==> src/rtl/pipe_pkg.sv <==
// Shared pipeline-boundary constants: control/payload widths per stage
// boundary and the agreed bit layout of the control field.
package pipe_pkg;

  localparam int IF_ID_CTRL_W  = 4;
  localparam int IF_ID_DATA_W  = 32;
  localparam int ID_EX_CTRL_W  = 8;
  localparam int ID_EX_DATA_W  = 48;
  localparam int EX_MEM_CTRL_W = 7;
  localparam int EX_MEM_DATA_W = 51;
  localparam int MEM_WB_CTRL_W = 3;
  localparam int MEM_WB_DATA_W = 35;

  // Control-field bit positions; later boundaries keep a prefix of this layout.
  localparam int CTRL_REGWRITE = 0;
  localparam int CTRL_MEMTOREG = 1;
  localparam int CTRL_HALT     = 2;
  localparam int CTRL_MEMWRITE = 3;
  localparam int CTRL_MEMREAD  = 4;
  localparam int CTRL_BRANCH   = 5;
  localparam int CTRL_ALUSRC   = 6;
  localparam int CTRL_REGDST   = 7;

  typedef enum logic [1:0] {
    BND_IF_ID  = 2'd0,
    BND_ID_EX  = 2'd1,
    BND_EX_MEM = 2'd2,
    BND_MEM_WB = 2'd3
  } boundary_e;

  function automatic int ctrl_w_of(input boundary_e b);
    case (b)
      BND_IF_ID:  return IF_ID_CTRL_W;
      BND_ID_EX:  return ID_EX_CTRL_W;
      BND_EX_MEM: return EX_MEM_CTRL_W;
      BND_MEM_WB: return MEM_WB_CTRL_W;
      default:    return ID_EX_CTRL_W;
    endcase
  endfunction

endpackage

==> src/rtl/pipe_slot.sv <==
// One register slot of the elastic pipe: valid, control and payload.
// Control is zeroed whenever the slot goes empty; payload only resets.
module pipe_slot
  import pipe_pkg::*;
#(
  parameter int CTRL_W = ID_EX_CTRL_W,
  parameter int DATA_W = ID_EX_DATA_W
) (
  input  logic              clk,
  input  logic              rst,
  input  logic              flush,
  input  logic              load,
  input  logic              in_valid,
  input  logic [CTRL_W-1:0] in_ctrl,
  input  logic [DATA_W-1:0] in_data,
  output logic              valid,
  output logic [CTRL_W-1:0] ctrl,
  output logic [DATA_W-1:0] data
);

  logic              valid_q, valid_d;
  logic [CTRL_W-1:0] ctrl_q,  ctrl_d;
  logic [DATA_W-1:0] data_q,  data_d;

  always_comb begin
    valid_d = valid_q;
    ctrl_d  = ctrl_q;
    data_d  = data_q;
    if (flush) begin
      valid_d = 1'b0;
      ctrl_d  = '0;
    end else if (load) begin
      valid_d = in_valid;
      // A bubble carries no control; its payload is left untouched.
      ctrl_d  = in_valid ? in_ctrl : '0;
      data_d  = in_valid ? in_data : data_q;
    end else begin
      valid_d = valid_q;
    end
  end

  always_ff @(posedge clk) begin
    if (rst) begin
      valid_q <= 1'b0;
      ctrl_q  <= '0;
      data_q  <= '0;
    end else begin
      valid_q <= valid_d;
      ctrl_q  <= ctrl_d;
      data_q  <= data_d;
    end
  end

  assign valid = valid_q;
  assign ctrl  = ctrl_q;
  assign data  = data_q;

endmodule

==> src/rtl/pipe_stage_elastic.sv <==
// Elastic inter-stage register: STAGES slots in series with a
// combinational ready chain, synchronous flush and registered occupancy.
module pipe_stage_elastic
  import pipe_pkg::*;
#(
  parameter int CTRL_W = ID_EX_CTRL_W,
  parameter int DATA_W = ID_EX_DATA_W,
  parameter int STAGES = 1,
  parameter int CNT_W  = 3
) (
  input  logic              clk,
  input  logic              rst,
  input  logic              flush,
  input  logic              in_valid,
  output logic              in_ready,
  input  logic [CTRL_W-1:0] in_ctrl,
  input  logic [DATA_W-1:0] in_data,
  output logic              out_valid,
  input  logic              out_ready,
  output logic [CTRL_W-1:0] out_ctrl,
  output logic [DATA_W-1:0] out_data,
  output logic [CNT_W-1:0]  occupancy
);

  logic [STAGES-1:0] valid_s;
  logic [STAGES-1:0] adv_s;
  logic [CTRL_W-1:0] ctrl_s [STAGES];
  logic [DATA_W-1:0] data_s [STAGES];
  logic              accept_s;
  logic              deliver_s;
  logic [CNT_W-1:0]  occ_q, occ_d;

  // A slot may advance if it is empty or everything downstream moves.
  always_comb begin
    adv_s = '0;
    adv_s[STAGES-1] = out_ready | ~valid_s[STAGES-1];
    for (int i = STAGES - 2; i >= 0; i--) begin
      adv_s[i] = adv_s[i+1] | ~valid_s[i];
    end
  end

  assign in_ready  = adv_s[0] & ~flush;
  assign accept_s  = in_valid & in_ready;
  assign deliver_s = out_valid & out_ready;

  for (genvar i = 0; i < STAGES; i++) begin : g_slot
    logic              up_valid_s;
    logic [CTRL_W-1:0] up_ctrl_s;
    logic [DATA_W-1:0] up_data_s;

    if (i == 0) begin : g_head
      assign up_valid_s = accept_s;
      assign up_ctrl_s  = in_ctrl;
      assign up_data_s  = in_data;
    end else begin : g_body
      assign up_valid_s = valid_s[i-1];
      assign up_ctrl_s  = ctrl_s[i-1];
      assign up_data_s  = data_s[i-1];
    end

    pipe_slot #(
      .CTRL_W(CTRL_W),
      .DATA_W(DATA_W)
    ) u_slot (
      .clk     (clk),
      .rst     (rst),
      .flush   (flush),
      .load    (adv_s[i]),
      .in_valid(up_valid_s),
      .in_ctrl (up_ctrl_s),
      .in_data (up_data_s),
      .valid   (valid_s[i]),
      .ctrl    (ctrl_s[i]),
      .data    (data_s[i])
    );
  end

  always_comb begin
    occ_d = occ_q;
    if (flush) begin
      occ_d = '0;
    end else if (accept_s && !deliver_s) begin
      occ_d = occ_q + CNT_W'(1);
    end else if (deliver_s && !accept_s) begin
      occ_d = occ_q - CNT_W'(1);
    end else begin
      occ_d = occ_q;
    end
  end

  always_ff @(posedge clk) begin
    if (rst) begin
      occ_q <= '0;
    end else begin
      occ_q <= occ_d;
    end
  end

  assign out_valid = valid_s[STAGES-1];
  assign out_ctrl  = ctrl_s[STAGES-1];
  assign out_data  = data_s[STAGES-1];
  assign occupancy = occ_q;

endmodule
==> config.mk <==
export PLATFORM = sky130hd
export DESIGN_NAME = pipe_stage_elastic
export DESIGN_NICKNAME = d
export VERILOG_FILES = /design/src/rtl/pipe_pkg.sv /design/src/rtl/pipe_slot.sv /design/src/rtl/pipe_stage_elastic.sv
export SDC_FILE = /design/constraint.sdc
export NUM_CORES = 1
export LEC_CHECK = 0
export CAP_MARGIN = 0
export CORE_MARGIN = 3
export CORE_UTILIZATION = 37
export CTS_BUF_LIST = sky130_fd_sc_hd__clkbuf_16
export DETAILED_ROUTE_END_ITERATION = 10
export GPL_TIMING_DRIVEN = 1
export PLACE_DENSITY = 0.77
export SLEW_MARGIN = 25
export SYNTH_ARGS = -nofsm -noshare
export SYNTH_HDL_FRONTEND = slang
export SYNTH_HIERARCHICAL = 1
export SYNTH_SLANG_ARGS = --single-unit
==> constraint.sdc <==
create_clock -name clk -period 2 [get_ports clk]
set_input_delay 0.4 -clock clk [delete_from_list [all_inputs] [get_ports clk]]
set_output_delay 0.4 -clock clk [all_outputs]
set_load 0.005 [all_outputs]
Word-level counts from Yosys, hierarchy flattened
Cells that the tools add are included.
Widths: inputs -> output; s select.
{"block": "classes", "add_sub_neg": 2, "bitwise": 6, "reduce_logical": 7, "mux": 3}
{"op": "$mux 8", "n": 1}
{"op": "$mux 3", "n": 2}
{"op": "$add 3x1->3 const B", "n": 1}
{"op": "$and 1x1->1", "n": 3}
{"op": "$reduce_and 3->1", "n": 1}
{"op": "$sub 3x1->3 const B", "n": 1}
{"op": "$logic_and 1x1->1", "n": 2}
{"op": "$logic_not 1->1", "n": 2}
{"op": "$not 1->1", "n": 2}
{"op": "$reduce_bool 2->1", "n": 1}
{"op": "$reduce_or 2->1", "n": 1}
{"op": "$or 1x1->1", "n": 1}
{"block": "totals", "reg_bits": 60, "word_cells": 22, "out_inout_bits": 61, "inputBits": 61}

Logic depth before layout (Yosys ltp)
Gate-level depths: netlist (run 1).
{"block": "depth", "ltp_word": 8, "mapped_depth": 9, "ltp_nobuf": 9}

Modules after synthesis
Netlist (run 1), hierarchy kept.
{"module": "pipe_slot", "area_per_inst_um2": 2511.2, "seq_area_each_um2": 1141.1, "n_inst": 1, "cells_per_inst": 249}
{"module": "pipe_stage_elastic", "area_per_inst_um2": 175.2, "seq_area_each_um2": 60.1, "n_inst": 1, "cells_per_inst": 18}

Least setup slack after synthesis (run 1)
OpenSTA, ideal clock, no wires.
{"block": "synth_timing", "path_type": "input -> register", "startpoint": "in out_ready", "endpoint": "reg occ_q[2] (netlist: occupancy[2])", "required_time_ns": 1.914, "t_arrival_ns": 2.103, "cell_stages": 9, "setup_slack_ns": -0.189, "n_path_buf": 0, "path_cell_list": "nand2b_1 nor2b_1 and2_1 ha_1 inv_1 fa_1 xor2_1 or3_1 a211oi_1"}
{"block": "synth_via", "elab_chain_cells": 6}
{"element": "start: declaration", "line": "pipe_stage_elastic.sv:19", "source": "input logic out_ready,"}
{"element": "$or 1x1->1 (*)", "line": "pipe_stage_elastic.sv:36", "source": "adv_s[STAGES-1] = out_ready | ~valid_s[STAGES-1];"}
{"element": "$and 1x1->1 (*)", "line": "pipe_stage_elastic.sv:42", "source": "assign in_ready = adv_s[0] & ~flush;"}
{"element": "named net in_ready", "line": "pipe_stage_elastic.sv:15", "source": "output logic in_ready,"}
{"element": "$and 1x1->1 (*)", "line": "pipe_stage_elastic.sv:43", "source": "assign accept_s = in_valid & in_ready;"}
{"element": "named net accept_s", "line": "pipe_stage_elastic.sv:29", "source": "logic accept_s;"}
{"element": "$logic_not 1->1", "line": "pipe_stage_elastic.sv:84", "source": "end else if (deliver_s && !accept_s) begin"}
{"element": "$logic_and 1x1->1", "line": "pipe_stage_elastic.sv:84"}
{"element": "$reduce_bool 2->1 (no source line)"}
{"element": "end signal: assignment", "line": "pipe_stage_elastic.sv:93", "source": "occ_q <= '0;"}
{"element": "end signal: assignment", "line": "pipe_stage_elastic.sv:95", "source": "occ_q <= occ_d;"}
{"element": "end: declaration", "line": "pipe_stage_elastic.sv:31", "source": "logic [CNT_W-1:0] occ_q, occ_d;"}
Mark *: on every way through the listed nets, which the timed path passes. The rest lies on a longest branch.
A chain may end at the register's enable or synchronous reset.

Worst setup path in the final report (run 1)
{"block": "layout_timing", "startpoint": "in in_valid", "endpoint": "reg occ_q[2] (netlist: occupancy[2])"}
{"block": "layout_via", "elab_chain_cells": 4}
{"element": "start: declaration", "line": "pipe_stage_elastic.sv:14", "source": "input logic in_valid,"}
{"element": "$and 1x1->1 (*)", "line": "pipe_stage_elastic.sv:43"}
{"element": "named net accept_s", "line": "pipe_stage_elastic.sv:29"}
{"element": "$logic_not 1->1", "line": "pipe_stage_elastic.sv:84"}
{"element": "$logic_and 1x1->1", "line": "pipe_stage_elastic.sv:84"}
{"element": "$reduce_bool 2->1 (no source line)"}
Marks and branches as above.

==> summary.md, run 1 <==
| Metric | Value |
|---|---|
| Seq/Total Area, Yosys | `0.447` |
| Final hold violation count | `0` |
| Clock Sink Count | `60` |
| Non-Filler Instances | `493` |
| Area growth syn-to-layout | `63.2%` |
| Antenna Nets Post-Route | `0` |
| Peak VDD IR | `450 uV` |
| Starting DRC count in detailed routing | `48` |
| Final instance area | `4380 um2` |
| Critical Path Source Type | `primary input` |
| Synthesis Warnings | `6` |
| Mapped Area | `2690 um2` |
| Die Ht | `91.2 um` |
| Worst-margin pin slew | `377 ps` |
| Setup Viol. Count Final | `0` |
| Power Total | `about 3.4 mW` |
| Crit Path Max Fanout | `2` |
| Die X | `91.2 um` |
| GR peak layer | `met2` |
| Leakage | `roughly 1.6 nW` |
| Cts bufs inserted | `9` |
| Hold Crit Class | `in2reg` |
| Rel. slew slack | `0.748` |
| Syn Nets | `330` |
| Fmax | `a little over 0.5 GHz` |
| Cells after Synth | `~270` |
| Placeable Area | `~7000 um2` |
| Clock Skews | `5.07 ps` |
| Clk root buf | `clkbuf_16` |
| Ports | `122` |
| First-pass GRT wire length | `10000 um` |
| Gr ovfl total | `0` |
| Drt total wl | `6180 um` |
| CP arrival | `2190 ps` |
| HPWL Detailed | `4350 um` |
| Syn_area_per_cell | `a little over 10 um2` |
| Routed len/inst | `12.5 um` |
| Worst-path clk slew | `50 ps` |
| ANT cells | `0` |
| Vias in the first global route | `2099` |
| Outcome | `finished, final reports clean` |
| Routing usage on met1 | `0.181` |
| Placed Cells | `475` |
| Post-DP Area | `4020 um2` |
| Pin count of the biggest net entering global routing | `54` |
| RSZ-0062 raised after global routing | `true` |
| Ratio of cells with drive above 1 in the final layout | `0.0982` |
| Unique masters post-synth | `24` |
| Vias | `2179` |
| Tmin final | `~2000 ps` |
| Met3 Use GR | `0.0555` |
| Final hold slack | `412 ps` |
| Die Area | `8320 um2` |
| Clk_lat worst skew | `320 ps` |
| CTS tree | `done` |
| Max Cap Viol | `0` |
| IO Port Bufs | `121` |
| WS Path Type | `in2reg` |
| First-pass DRT Iterations | `4` |
| Power per Cell Area | `770 nW/um2` |
| Final worst-path cycle share | `0.980` |
| Rows | `30` |
| Nets@finish | `455` |
| Detailed-route DRC error count | `0` |
| #FFs+latches synth | `60` |
| Initial antenna violation count | `0` |
| Slew Viols, Final | `0` |
| GP Congestion | `0.725` |
| Vias per inst | `4.42` |
| Total global routing track utilization | `0.147` |
| Cts hold-fix bufs | `0` |
| Final setup TNS | `0 ps` |
| Met2 Usage GRT | `0.234` |
| H-tree depth | `3` |
| CP Capture Type | `flop` |
| Max Root-Sink Buffers | `2` |
| Req. time, crit path | `2230 ps` |
| Starting Density | `0.389` |
[state kept, by name, indices dropped and copies added (netlist names)]
register	flops
g_slot.u_slot/data	48
g_slot.u_slot/ctrl	8
occupancy	3
g_slot.u_slot/valid	1
[worst paths after layout]
kind / startpoint / to / slack, ps / cells past startpoint
worst max register to register: g_slot[0].u_slot/valid / occupancy[2] / 60 / 9
worst min-delay path: rst / g_slot[0].u_slot/data[9] / 410 / 3
worst min register to register: g_slot[0].u_slot/ctrl[1] / g_slot[0].u_slot/ctrl[1] / 460 / 2
worst max-delay path: in_valid / occupancy[2] / 40 / 8
[cells in the mapped netlist, drive strengths merged]
| master | instances | area share |
|---|---|---|
| nor3 | 2 | 0.0037 |
| dfxtp | 60 | 0.45 |
| a211oi | 1 | 0.0028 |
| clkbuf | 11 | 0.015 |
| or3 | 1 | 0.0023 |
| a21oi | 8 | 0.015 |
| buf | 9 | 0.033 |
| and3b | 1 | 0.0033 |
| mux2i | 50 | 0.19 |
| nand3 | 8 | 0.015 |
| and2 | 1 | 0.0023 |
| fa | 1 | 0.0075 |
| nand2b | 105 | 0.24 |
| inv | 1 | 0.0014 |
| nor2b | 1 | 0.0023 |
| or2 | 1 | 0.0023 |
| nor2 | 1 | 0.0014 |
| xor2 | 2 | 0.0065 |
| ha | 1 | 0.0047 |
| o21ai | 1 | 0.0019 |
| nand2 | 1 | 0.0014 |
[power breakdown]
| group | total, mW | switching (mW) | internal (mW) |
|---|---|---|---|
| clock | 1.72 | 0.516 | 1.20 |
| sequential | 1.26 | 0.0222 | 1.24 |
| combinational | 0.401 | 0.130 | 0.271 |
[metal layers]
metal  up-vias  share of wire  wire length [um]
met5         -              0                 0
met4         0          0.011                71
met3         6          0.079               490
met2        73           0.46              2830
met1       983           0.45              2790
li1       1117              -                 -
[layout by cell type, fill, tap and decap left out, drive strengths merged]
cell type and n:
a211oi 1, a21oi 8, and2 1, and3b 1, buf 14, bufinv 3, clkbuf 10, clkdlybuf4s50 118
clkinv 3, dfxtp 60, dlygate4sd2 1, fa 1, ha 1, inv 2, mux2i 50, nand2 1
nand2b 105, nand3 8, nor2 1, nor2b 1, nor3 2, o21ai 1, or2 1, or3 1
xor2 2
[critical path, stage by stage]
cell             delay (ps)
clkdlybuf4s50_1         460
and2_4                  150
ha_4                    130
inv_2                    30
fa_2                    340
xor2_2                  160
or3_4                   330
a211oi_2                190
[through the flow]
step	util	setup WS, ps
after detailed placement	0.583	-558
final	0.635	40.0
after floorplan	-	5.36
after global routing	0.635	-6.78
after global placement	0.583	-475
after CTS	0.634	-97.7
[logic make-up after synthesis]
family / Yosys count / share of synthesized area
simple gates: 122 / 0.279
flops: 60 / 0.447
mux: 50 / 0.186
buf+inv: 21 / 0.0498
compound gates: 10 / 0.0196
xor+xnor: 2 / 0.00652
fa+ha+maj: 2 / 0.0121
[timing repair]
action | in CTS | in global routing
setup endpoints to repair | 2 | 1
gates resized for setup | 6 | 3
setup buffers | 2 | 0
pin swaps | 6 | 5
[cell type report]
class | instances | area [um2]
timing repair buffer | 134 | 1320
tap | 96 | 120
clock inverter | 7 | 106
fill | 618 | 2520
clock buffer | 9 | 225
inverter | 1 | 3.75
sequential | 60 | 1200
multi-input combinational | 186 | 1400
(Power assumes the default switching activity.)
==> run 2, diff against run 1 <==
- CORE_MARGIN: 3 -> not set
- SKIP_LAST_GASP: not set -> 1
==> run 2 against run 1 <==
Effect of this change:
- the run now ends with setup timing left
- highest routed layer unchanged
- core utilization is 1.6 points lower
- largest cell class unchanged
- register-to-register slack worse by 30 ps
- wire length is 4.5% lower
- clock power is 26% lower
- clock skew is 1.2 ps lower
- first-iteration DRC count is 60% lower
- sequential power hardly changed
- die area is 8.6% lower
- non-clock buffer count is 2 lower
- maximum frequency is 2.9% lower
==> summary.md, run 2 (same netlist as run 1, synthesis figures left out) <==
| Metric | Value |
|---|---|
| First-pass DRT Iterations | `4 (unchanged)` |
| Outcome | `complete, but fails checks` |
| Nets@finish | `453 (-0.44%)` |
| Cts hold-fix bufs | `0 (unchanged)` |
| Most common cell after layout, fill and taps aside | `clkdlybuf4s50_1` |
| Pin count of the biggest net entering global routing | `59 (+9.3%)` |
| Met2 Usage GRT | `0.281 (+0.0464)` |
| Ratio of cells with drive above 1 in the final layout | `0.0789 (-0.0194)` |
| Clk root buf | `clkbuf_16` |
| Slew Viols, Final | `0 (unchanged)` |
| Ports | `122 (unchanged)` |
| Worst-margin pin slew | `389 ps (+12.2 ps)` |
| Worst-path clk slew | `50 ps (about the same)` |
| RSZ-0062 raised after global routing | `true` |
| Post-DP Area | `4020 um2 (unchanged)` |
| Routing usage on met1 | `0.179 (-0.00188)` |
| Detailed-route DRC error count | `0 (unchanged)` |
| Leakage | `1.55 nW (-2.9%)` |
| Rows | `30 (unchanged)` |
| CP arrival | `2240 ps (+50 ps)` |
| GR peak layer | `met2` |
| Clk_lat worst skew | `310 ps (about the same)` |
| Starting DRC count in detailed routing | `19 (-60%)` |
| Power per Cell Area | `685 nW/um2 (-11%)` |
| Vias | `2201 (+1.0%)` |
| Final Worst Setup Slack | `-17.5 ps (-57.6 ps)` |
| Fmax | `0.496 GHz (-2.9%)` |
| Largest register FFs | `48 (unchanged)` |
| IO Port Bufs | `121 (unchanged)` |
| Peak VDD IR | `403 uV (-10%)` |
| Routed len/inst | `12.1 um (-3.7%)` |
| Final worst-path cycle share | `1.01 (+0.0288)` |
| Vias in the first global route | `2219 (+5.7%)` |
| Drt total wl | `5900 um (-4.5%)` |
| First-pass GRT wire length | `9540 um (-4.8%)` |
| WS Path Type | `in2reg` |
| Hold Crit Class | `reg2reg` |
| Clock Sink Count | `60 (unchanged)` |
| Vias per inst | `4.50 (+1.8%)` |
| Final hold slack | `462 ps (+49.7 ps)` |
| Power Total | `2.93 mW (-13%)` |
| Cts bufs inserted | `9 (unchanged)` |
| Die Ht | `87.2 um (-4.4%)` |
| Met3 Use GR | `0.0493 (-0.00622)` |
| Failing checks | `setup timing` |
| Initial antenna violation count | `0 (unchanged)` |
| Crit Path Max Fanout | `2 (unchanged)` |
| Clock Skews | `3.91 ps (-1.15 ps)` |
| GP Congestion | `0.704 (-3.0%)` |
| Placeable Area | `6910 um2 (unchanged)` |
| Gr ovfl total | `0 (unchanged)` |
| Area growth syn-to-layout | `59.1%` |
| Req. time, crit path | `2230 ps (about the same)` |
| H-tree depth | `3 (unchanged)` |
| Setup Viol. Count Final | `1 (+1)` |
| Pre-CTS setup slack | `-651 ps (-92.4 ps)` |
| Max Root-Sink Buffers | `2 (unchanged)` |
| Starting Density | `0.389 (unchanged)` |
| Total global routing track utilization | `0.160 (+0.0129)` |
| Antenna Nets Post-Route | `0 (unchanged)` |
| CTS tree | `done` |
| Final setup TNS | `-17.5 ps (-17.5 ps)` |
| Tmin final | `2020 ps (+57.6 ps)` |
| Max Cap Viol | `0 (unchanged)` |
| Final hold violation count | `0 (unchanged)` |
| HPWL Detailed | `4150 um (-4.5%)` |
| Die X | `87.2 um (-4.4%)` |
| Most frequent cells in the layout | `clkdlybuf4s50_1 (118), nand2b_1 (104), dfxtp_1 (60)` |
| Die Area | `7600 um2 (-8.6%)` |
| CP Capture Type | `flop` |
| Critical Path Source Type | `primary input` |
| ANT cells | `0 (unchanged)` |
| Rel. slew slack | `0.740 (-0.00810)` |
| Final instance area | `4270 um2 (-2.5%)` |
run 2: final timing paths:
check / cells after the start / slack [ps] / from / end
setup reg to reg: 9 / 30 / g_slot[0].u_slot/valid / occupancy[2]
setup / recovery: 10 / -20 / out_ready / occupancy[2]
hold reg to reg: 2 / 460 / g_slot[0].u_slot/ctrl[6] / g_slot[0].u_slot/ctrl[6]
hold / removal: 2 / 460 / g_slot[0].u_slot/ctrl[6] / g_slot[0].u_slot/ctrl[6]
run 2: timing repair:
action / in CTS / in global routing
gates resized for setup: 3 / 0
setup buffers: 0 / 0
endpoints found under the setup margin: 3 / 1
gates cloned: 0 / 0
pin swaps: 1 / 1
run 2: area by class of cell:
type	count	area, um2
Clock buffer	9	225
Multi-Input combinational cell	186	1390
Clock inverter	5	22.5
Sequential cell	60	1200
Timing Repair Buffer	132	1310
Inverter	1	3.75
Fill cell	607	2630
Tap cell	96	120
run 2: critical path, cell delays in order:
cell and delay [ps]:
dlygate4sd2_1 230, nand2b_4 130, nor2b_4 140, and2_4 160, ha_4 130, inv_1 50
fa_2 330, xor2_1 150, or3_1 330, a211oi_2 200
run 2: per-stage QoR:
stage / cells / util
after floorplan: 267 / -
after global placement: 475 / 0.583
after detailed placement: 475 / 0.583
after global routing: 489 / 0.619
final: 489 / 0.619
after CTS: 489 / 0.619
run 2: per-layer routing:
layer,part of all wire,vias to the layer above
li1,-,1111
met1,0.44,1010
met2,0.48,72
met3,0.071,8
met4,0.012,0
met5,0,-
run 2: power by group:
group          switching [mW]  internal [mW]
Sequential             0.0220           1.24
Combinational           0.126          0.265
Clock                   0.472          0.804
